[config.mk]
export PLATFORM = sky130hd
export DESIGN_NAME = oam_dma_arbiter
export DESIGN_NICKNAME = d
export VERILOG_FILES = /design/src/rtl/oam_dma_arbiter.sv
export SDC_FILE = /design/constraint.sdc
export NUM_CORES = 1
export LEC_CHECK = 0
export ABC_AREA = 1
export BUFFER_PORTS_ARGS = -buffer_cell sky130_fd_sc_hd__clkbuf_2
export CAP_MARGIN = 10
export CORE_UTILIZATION = 49
export CTS_CLUSTER_SIZE = 12
export DETAILED_ROUTE_END_ITERATION = 8
export PLACE_DENSITY = 0.83
export SETUP_SLACK_MARGIN = 0.1
export SYNTH_ARGS = -nofsm -noshare
export SYNTH_HDL_FRONTEND = slang
export SYNTH_SLANG_ARGS = --single-unit
[constraint.sdc]
create_clock -name clk -period 3.4 [get_ports clk]
set_clock_uncertainty 0.2 [all_clocks]
set_input_delay 0.68 -clock clk [delete_from_list [all_inputs] [get_ports clk]]
set_output_delay 0.68 -clock clk [all_outputs]
set_load 0.01 [all_outputs]
[src/rtl/oam_dma_arbiter.sv]
// OAM DMA engine and CPU bus arbiter: copies DMA_LEN bytes from {src,idx} to OAM_BASE+idx,
// one byte per M-cycle, while fencing the CPU off the main bus but leaving HRAM reachable.
module oam_dma_arbiter #(
  parameter logic [15:0] OAM_BASE = 16'hFE00,
  parameter int          DMA_LEN  = 160,
  parameter logic [15:0] DMA_REG  = 16'hFF46
) (
  input  logic        clk,
  input  logic        rst,
  input  logic [1:0]  t_cycle,
  input  logic [15:0] cpu_addr,
  input  logic        cpu_rd,
  input  logic        cpu_wr,
  input  logic [7:0]  cpu_wdata,
  output logic [7:0]  cpu_rdata,
  output logic [15:0] mem_addr,
  output logic        mem_rd,
  output logic        mem_wr,
  output logic [7:0]  mem_wdata,
  input  logic [7:0]  mem_rdata,
  output logic [6:0]  hram_addr,
  output logic        hram_rd,
  output logic        hram_wr,
  output logic [7:0]  hram_wdata,
  input  logic [7:0]  hram_rdata,
  output logic        dma_active,
  output logic [1:0]  dbg_state
);

  typedef enum logic [1:0] {
    IDLE  = 2'd0,
    START = 2'd1,
    XFER  = 2'd2
  } state_t;

  state_t     state_q, state_d;
  logic [7:0] idx_q, idx_d;
  logic [7:0] src_q, src_d;
  logic [7:0] byte_q, byte_d;

  logic       boundary;
  logic       hram_sel;
  logic       reg_sel;
  logic       main_sel;
  logic       reg_wr;
  logic       last_idx;
  logic [7:0] src_eff;

  assign boundary = (t_cycle == 2'b11);
  assign hram_sel = (cpu_addr >= 16'hFF80) && (cpu_addr <= 16'hFFFE);
  assign reg_sel  = (cpu_addr == DMA_REG);
  assign main_sel = !hram_sel && !reg_sel;
  assign reg_wr   = boundary && cpu_wr && reg_sel;
  assign last_idx = (idx_q == 8'(DMA_LEN - 1));
  // Sources in echo RAM fold back onto work RAM.
  assign src_eff  = (src_q >= 8'hE0) ? (src_q - 8'h20) : src_q;

  assign dma_active = (state_q != IDLE);
  assign dbg_state  = state_q;

  assign hram_addr  = cpu_addr[6:0];
  assign hram_rd    = cpu_rd && hram_sel;
  assign hram_wr    = cpu_wr && hram_sel;
  assign hram_wdata = cpu_wdata;

  always_ff @(posedge clk or negedge rst) begin
    if (!rst) begin
      state_q <= IDLE;
      idx_q   <= 8'h00;
      src_q   <= 8'h00;
      byte_q  <= 8'h00;
    end else begin
      state_q <= state_d;
      idx_q   <= idx_d;
      src_q   <= src_d;
      byte_q  <= byte_d;
    end
  end

  always_comb begin
    state_d = state_q;
    idx_d   = idx_q;
    src_d   = src_q;
    byte_d  = byte_q;
    if (reg_wr) src_d = cpu_wdata;
    case (state_q)
      IDLE: begin
        if (reg_wr) begin
          state_d = START;
          idx_d   = 8'h00;
        end
      end
      START: begin
        if (reg_wr) idx_d = 8'h00;
        else if (boundary) state_d = XFER;
      end
      XFER: begin
        if (t_cycle == 2'b01) byte_d = mem_rdata;
        // A register write restarts the copy from the new source.
        if (reg_wr) begin
          state_d = START;
          idx_d   = 8'h00;
        end else if (boundary) begin
          if (last_idx) begin
            state_d = IDLE;
            idx_d   = 8'h00;
          end else begin
            idx_d = idx_q + 8'h01;
          end
        end
      end
      default: state_d = IDLE;
    endcase
  end

  always_comb begin
    mem_addr  = cpu_addr;
    mem_rd    = cpu_rd && main_sel;
    mem_wr    = cpu_wr && main_sel;
    mem_wdata = cpu_wdata;
    if (dma_active) begin
      mem_rd    = 1'b0;
      mem_wr    = 1'b0;
      mem_wdata = byte_q;
      mem_addr  = OAM_BASE + {8'h00, idx_q};
      if (state_q == XFER) begin
        // First half of the M-cycle reads the source, second half writes OAM.
        if (!t_cycle[1]) begin
          mem_rd   = 1'b1;
          mem_addr = {src_eff, idx_q};
        end else begin
          mem_wr   = 1'b1;
        end
      end
    end
  end

  always_comb begin
    if (hram_sel)        cpu_rdata = hram_rdata;
    else if (reg_sel)    cpu_rdata = src_q;
    else if (dma_active) cpu_rdata = 8'hFF;
    else                 cpu_rdata = mem_rdata;
  end

endmodule

**After elaboration in Yosys (flattened, before gate mapping)**

Cells that the tools add are included.

- Register bits: 26
- Output and inout bits: 54
- Word-level logic and storage cells: 65

- Add/subtract/negate cells: 3
- $lt $le $gt $ge: 3
- Eq/ne operators: 12
- Muxes and demuxes: 26
- Reductions and logical operators: 17

Operators with widths:

| cell | count |
|---|---|
| $mux 8 | 9 |
| $mux 16 | 3 |
| $eq 16x16->1 const B | 1 |
| $ge 16x16->1 const B | 1 |
| $le 16x16->1 const B | 1 |
| $pmux 8 s2 | 1 |
| $mux 2 | 6 |
| $add 10x9->11 const A | 1 |
| $add 8x1->8 const B | 1 |
| $eq 8x8->1 const B | 1 |
| $ge 8x8->1 const B | 1 |
| $logic_and 1x1->1 | 8 |
| $sub 8x6->8 const B | 1 |
| $mux 1 | 6 |
| $ne 2x2->1 const B | 3 |
| $ne 3x3->1 const B | 2 |
| $pmux 2 s3 | 1 |
| $reduce_and 5->1 | 1 |
| $eq 2x1->1 const B | 2 |
| $eq 2x2->1 const B | 2 |
| $reduce_bool 2->1 | 2 |
| $reduce_and 3->1 | 1 |
| $logic_not 1->1 | 2 |
| $logic_not 2->1 | 1 |
| 3 further kinds | 3 |

**Depth between registers and ports, before layout**

Gate-level depths: netlist (run 1).

- Depth in word-level cells: 6
- Depth in mapped cells: 11
- Gate-level depth less buffers: 11

**Worst setup path after synthesis (run 1)**

No wires, ideal clock.

- Kind: input -> output
- Start: in cpu_addr[9]
- End: out mem_rd
- Arrival: 1.540 ns
- Data required time: 2.520 ns
- Slack: 0.980 ns
- Stages on the path: 7
- Path buffers: 0
- Cell sequence: nand2_1 nor2_1 nand2_1 nor2_4 nor2_2 nand2_1 o21ai_0

- Word-level cells in the longest chain between the ends: 6

RTL lines:

| item | line | text |
|---|---|---|
| start, declared | 11 | `input logic [15:0] cpu_addr,` |
| $ge 16x16->1 / $le 16x16->1 (equally long branches) | 50 | `assign hram_sel = (cpu_addr >= 16'hFF80) && (cpu_addr <= 16'hFFFE);` |
| $logic_and 1x1->1 | 50 |  |
| $logic_not 1->1 | 52 | `assign main_sel = !hram_sel && !reg_sel;` |
| $logic_and 1x1->1 (*) | 52 |  |
| $logic_and 1x1->1 (*) | 118 | `mem_rd = cpu_rd && main_sel;` |
| $mux 1 (*) | 121 | `if (dma_active) begin` |
| end, declared | 17 | `output logic mem_rd,` |

Mark *: on every way between the ends. The rest lies on a longest branch, timed or not.

**Worst setup path after layout (run 1)**

- Start: reg state_q[0], in the netlist dbg_state[0]
- End: out mem_rd

- Word-level cells in the longest chain between the ends: 3

RTL lines:

| item | line | text |
|---|---|---|
| start, declared | 36 | `state_t state_q, state_d;` |
| start signal, assigned | 73 | `state_q <= state_d;` |
| $eq 2x2->1 | 126 | `if (state_q == XFER) begin` |
| $mux 1 | 126 |  |
| $mux 1 (*) | 121 |  |

Marks and branches as above.

==> flow_summary.json, run 1 <==
{
  "status": "finished, final reports clean",
  "placementRows": 24,
  "startpoint": "dbg_state[0]",
  "cts.sinks": 26,
  "grt_pass1_vias": 2167,
  "seq_area_frac_synth": 0.295,
  "min_path_type": "in2async",
  "combPwrFrac": 0.184,
  "fillCellCount": 431,
  "path_clk_slew_ps": 110,
  "io_buffers": 99,
  "synthDistinctLibCells": 27,
  "diodes": 0,
  "fin_nets": 500,
  "final_common_cell": "nand2_1",
  "drt.antenna.violating_nets": 0,
  "cp-start-kind": "flip-flop",
  "hold_viol_final": 0,
  "grt_use_total": 0.255,
  "coreArea_sq_um": 4350,
  "fin_ws_ps": 426,
  "power_frac_clock": 0.376,
  "pin_count": 100,
  "mostFrequentLayoutCells": "nand2_1, clkbuf_2, inv_1, nor2_1, o21ai_0",
  "ctsHoldBuffers": 0,
  "pre_cts_ws_ps": 616,
  "arrival_ps": 2090,
  "worstSetupEndpointType": "primary output",
  "cts_root_buf": "clkbuf_8",
  "synth_area_sq_um": 2210,
  "cap_violations": 0,
  "power_density_nw_per_um2": 264,
  "crit_type": "reg2out",
  "seqPwrFrac": 0.441,
  "setup_tns_ps": 0,
  "htreeDepth": 1,
  "setup_viol_count_final": 0,
  "finalWirelength_um": 5960,
  "regToRegStartpoint": "dbg_state[1]",
  "post_cts_buffers": 0,
  "switching_power_mw": 0.189,
  "grt.overflow.total": 0,
  "rsz0062_at_grt": "no",
  "area_delta_synth_final_pct": 22.6,
  "synth_nets": 416,
  "tightest_slew_ps": 677,
  "slew_violations": 0,
  "via_per_inst": 5.04,
  "layout-drive-gt1-share": 0.279,
  "finalCritPeriodShare": 0.875,
  "vias": 2536,
  "firstDrtPassIters": 4,
  "die_h_um": 69.1,
  "ir_worst_vdd_v": 0.000208,
  "critical_path.cell_chain": "nor2_4, clkinv_1, nor2_2, nand2_1, o21ai_0, clkbuf_2",
  "required_ps": 2520,
  "ctsResizeCount": 0,
  "syn_area_per_cell_sq_um": 6.00,
  "cp_max_fo": 17,
  "ys_seq_elements": 26,
  "layout_min_cycle_time_ps": 2970,
  "hpwl_um": 4640,
  "critPathMaxStageDelay_ps": 480,
  "syn_inst": 368,
  "grt_pass1_wl_um": 9980,
  "rrSetupSlack_ps": 1630,
  "clk_latency_ps": 270,
  "drt_iter0_markers": 166,
  "yosysWarnings": 0,
  "route.detailed.drc": 0,
  "clock_path_buffers": 2,
  "antenna_found_initial": 0,
  "place_congestion": 0.949,
  "dieArea_sq_um": 4780,
  "maxSlewHeadroom": 0.549,
  "switching_share": 0.265,
  "max_freq_mhz": 336,
  "cts_buffers": 3,
  "cts_tree": "built",
  "initial_core_util": 0.507,
  "die_w_um": 69.1,
  "post_drt_wl_per_cell_um": 11.8,
  "internal_power_mw": 0.525,
  "grt_max_degree": 27,
  "leakage_nw": 1.57,
  "crit_slowest_cell": "dfrtp_1"
}
[sequential cells by signal (all words and copies together), names as in the netlist]
| register | cells |
|---|---|
| byte_q | 8 |
| src_q | 8 |
| idx_q | 8 |
| dbg_state | 2 |
[synthesized netlist by cell type]
cell type,count,share of area
nand2_2,2,0.0057
nand2_1,134,0.23
a21oi_1,6,0.014
clkbuf_1,5,0.0085
o2111ai_1,1,0.0040
inv_2,3,0.0051
or2_4,1,0.0040
nand2_4,1,0.0051
o211ai_1,2,0.0068
or2_2,1,0.0028
nand3_1,21,0.048
nor2_1,43,0.073
dfrtp_1,26,0.29
inv_1,52,0.088
nand4_1,4,0.011
o21ai_2,8,0.032
o21ai_0,31,0.070
nor2_4,3,0.015
nor3_1,1,0.0023
nor2_2,1,0.0028
inv_6,1,0.0040
buf_6,1,0.0051
clkinv_1,1,0.0017
buf_4,15,0.051
ha_1,2,0.011
buf_2,1,0.0023
xor2_1,1,0.0040
[routing by layer]
metal,vias up,global-route usage,share of wire
li1,1292,-,-
met1,1137,0.364,0.45
met2,102,0.413,0.46
met3,5,0.0278,0.080
met4,0,0.0612,0.0092
met5,-,0,0
[through the flow]
| step | cell area, sq um | utilization | power [mW] | instances | hold WS [ps] |
|---|---|---|---|---|---|
| detailed placement | 2640 | 0.605 | 0.452 | 499 | 271 |
| floorplan | 2210 | - | 0.389 | 368 | 184 |
| CTS | 2710 | 0.622 | 0.716 | 503 | 239 |
| global placement | 2640 | 0.605 | 0.451 | 499 | 263 |
| global route | 2710 | 0.622 | 0.745 | 503 | 270 |
| finish | 2710 | 0.622 | 0.714 | 503 | 206 |
[power by group through the flow]
stage	registers, mW	clock network [mW]	logic [mW]
after floorplan	0.320	0	0.0687
after global placement	0.320	0	0.130
after detailed placement	0.321	0	0.132
after CTS	0.315	0.269	0.132
after global routing	0.315	0.284	0.146
final	0.315	0.268	0.131
[worst paths after layout]
kind                             endpoint  cells past startpoint
worst max register to register  byte_q[5]                      8
worst min-delay path            byte_q[6]                      1
min in group clk                 src_q[3]                      2
worst max-delay path               mem_rd                      6
worst min register to register   src_q[3]                      2
max in group asynchronous        idx_q[2]                      1
[final cells by class]
class | instances | area, sq um | area share
Tap cell | 52 | 65.1 | 0.0240
Clock buffer | 3 | 41.3 | 0.0152
Clock inverter | 1 | 30.0 | 0.0111
Sequential cell | 26 | 651 | 0.240
Multi-Input combinational cell | 263 | 1190 | 0.440
Inverter | 57 | 219 | 0.0809
Timing Repair Buffer | 101 | 510 | 0.189
[cell families (layout without fill, tap and decap cells)]
group,Yosys count,in the layout,synth area share
buf+inv,79,162,0.166
flops,26,26,0.295
simple gates,212,212,0.398
xor+xnor,1,1,0.00397
fa+ha+maj,2,2,0.0113
compound gates,48,48,0.126
[critical path, delay by kind of cell, from the launching register on]
family / cells / cell delay [ps]
AND/OR/NAND/NOR: 3 / 760
AO/OA/AOI/OAI: 1 / 230
buffers and inverters: 2 / 350
flip-flops: 1 / 480
No activity file was read; power rests on OpenSTA's default activity.
==> run 2, diff against run 1 <==
--- a/config.mk
+++ b/config.mk
@@ -10,6 +10,8 @@
 export CAP_MARGIN = 10
 export CORE_UTILIZATION = 49
+export CTS_BUF_LIST = sky130_fd_sc_hd__clkbuf_16
 export CTS_CLUSTER_SIZE = 12
 export DETAILED_ROUTE_END_ITERATION = 8
+export HOLD_SLACK_MARGIN = 0.15
 export PLACE_DENSITY = 0.83
 export SETUP_SLACK_MARGIN = 0.1
==> constraint.sdc (replaced) <==
create_clock -name clk -period 3.4 [get_ports clk]
set_clock_uncertainty 0.2 [all_clocks]
set_input_delay 0.17 -clock clk [delete_from_list [all_inputs] [get_ports clk]]
set_output_delay 0.17 -clock clk [all_outputs]
set_load 0.01 [all_outputs]
==> run 2 against run 1 <==
  * Maximum frequency increased by 9.5%
  * Sequential power hardly changed
  * Final area rose by 9.2%
==> flow_summary.json, run 2 (synthesis results as in run 1) <==
{
  "status": "finished, final reports clean",
  "area_delta_synth_final_pct": 33.9,
  "grt_max_degree": 28,
  "cts.sinks": 26,
  "setup_tns_ps": 0,
  "cp_max_fo": 27,
  "reg2reg_depth": 9,
  "via_per_inst": 5.17,
  "fillCellCount": 382,
  "setup_viol_count_final": 0,
  "post_drt_wl_per_cell_um": 12.7,
  "critPathMaxStageDelay_ps": 470,
  "fin_cells": 527,
  "grt.overflow.total": 0,
  "crit_slowest_cell": "dfrtp_1",
  "met3_usage": 0.0322,
  "ir_worst_vdd_v": 0.000185,
  "final_common_cell": "nand2_1",
  "path_clk_slew_ps": 60,
  "use_met1": 0.376,
  "cts_root_buf": "clkbuf_16",
  "grt_pass1_wl_um": 11200,
  "cp-start-kind": "flip-flop",
  "htreeDepth": 1,
  "required_ps": 3030,
  "worst-path-buf-inv": 3,
  "crit_cells": 7,
  "layout_min_cycle_time_ps": 2720,
  "dieArea_sq_um": 4780,
  "clk_latency_ps": 260,
  "place_congestion": 0.939,
  "hold_viol_final": 0,
  "diodes": 0,
  "fin_nets": 524,
  "placementRows": 24,
  "grt-busiest-layer": "met2",
  "grt_pass1_vias": 2538,
  "coreArea_sq_um": 4350,
  "top_regs": "byte_q: 8 flops, idx_q: 8 flops, src_q: 8 flops",
  "whs_path_depth": 4,
  "io_buffers": 99,
  "firstDrtPassIters": 6,
  "mostFrequentLayoutCells": "nand2_1, clkbuf_2, inv_1, nor2_1, o21ai_0",
  "max_freq_mhz": 368,
  "maxSlewHeadroom": 0.552,
  "hpwl_um": 4680,
  "critical_path.cell_chain": "nor2_4, clkinv_1, buf_4, nor2_2, nand2_1, o21ai_0, clkbuf_2",
  "crit_type": "reg2out",
  "finalCritPeriodShare": 0.799,
  "min_path_type": "in2reg",
  "vias": 2724,
  "pin_count": 100,
  "layout-drive-gt1-share": 0.261,
  "dp.cells": 498,
  "drt.antenna.violating_nets": 0,
  "antenna_found_initial": 0,
  "power_density_nw_per_um2": 249,
  "cts_buffers": 3,
  "arrival_ps": 2350,
  "rrSetupSlack_ps": 980,
  "worstSetupEndpointType": "primary output",
  "slew_violations": 0,
  "grtUsageMet2": 0.463,
  "initial_core_util": 0.507,
  "drt_iter0_markers": 271,
  "die_h_um": 69.1,
  "cp_top_family": "simple AND/OR/NAND/NOR gates",
  "clock_path_buffers": 2,
  "tightest_slew_ps": 672,
  "cap_violations": 0,
  "leakage_nw": 1.69,
  "cts_tree": "built",
  "fin_util": 0.679,
  "grt_use_total": 0.286,
  "route.detailed.drc": 0,
  "finalWirelength_um": 6700,
  "rsz0062_at_grt": "no",
  "die_w_um": 69.1,
  "ctsResizeCount": 0
}
## run 2: changes by cell type in the layout (fill, tap and decap cells not counted), sizes merged
cell	previous run	this run
dlygate4sd3	0	25
buf	2	1
bufinv	1	0
clkinv	1	2
## run 2: cell type report
| cell class | instances | area [sq um] | area share |
|---|---|---|---|
| multi-input combinational | 263 | 1190 | 0.403 |
| timing repair buffer | 125 | 753 | 0.255 |
| sequential | 26 | 651 | 0.220 |
| inverter | 57 | 219 | 0.0740 |
| clock buffer | 3 | 75.1 | 0.0254 |
| tap | 52 | 65.1 | 0.0220 |
| clock inverter | 1 | 3.75 | 0.00127 |
## run 2: metal layers
| metal | up-vias | routed length, um |
|---|---|---|
| met5 | - | 0 |
| met4 | 0 | 200 |
| met3 | 22 | 612 |
| met2 | 169 | 3120 |
| met1 | 1195 | 2760 |
| li1 | 1338 | - |
## run 2: metrics by stage
step	worst slack, ps	cell area [sq um]	power [mW]	hold WS, ps
global placement	1180	2630	0.449	33.4
detailed placement	1070	2630	0.452	46.9
finish	684	2960	0.738	179
global route	575	2960	0.769	194
floorplan	1550	2210	0.389	-326
CTS	768	2960	0.738	165
## run 2: final timing paths
kind	from	endpoint
setup / recovery	dbg_state[1]	mem_wr
hold / removal	t_cycle[0]	dbg_state[0]
setup reg to reg	dbg_state[1]	byte_q[3]
hold reg to reg	src_q[4]	src_q[4]
max in group asynchronous	rst	idx_q[4]
min in group asynchronous	rst	byte_q[6]
## run 2: repair_timing
action                    in CTS  in global routing
buffers inserted               0                  0
hold endpoints to repair      42                  0
hold buffers                  25                  0
## run 2: worst min-delay path, delay by kind of cell
| family | cells | cell delay [ps] |
|---|---|---|
| AND/OR/NAND/NOR | 2 | 220 |
| buffers and inverters | 1 | 110 |
| AO/OA/AOI/OAI | 1 | 110 |
## run 2: report_power, final
part           internal [mW]  leakage [nW]  switching (mW)
sequential             0.313         0.359         0.00195
clock                  0.158        0.0385           0.111
combinational         0.0713          1.30          0.0834
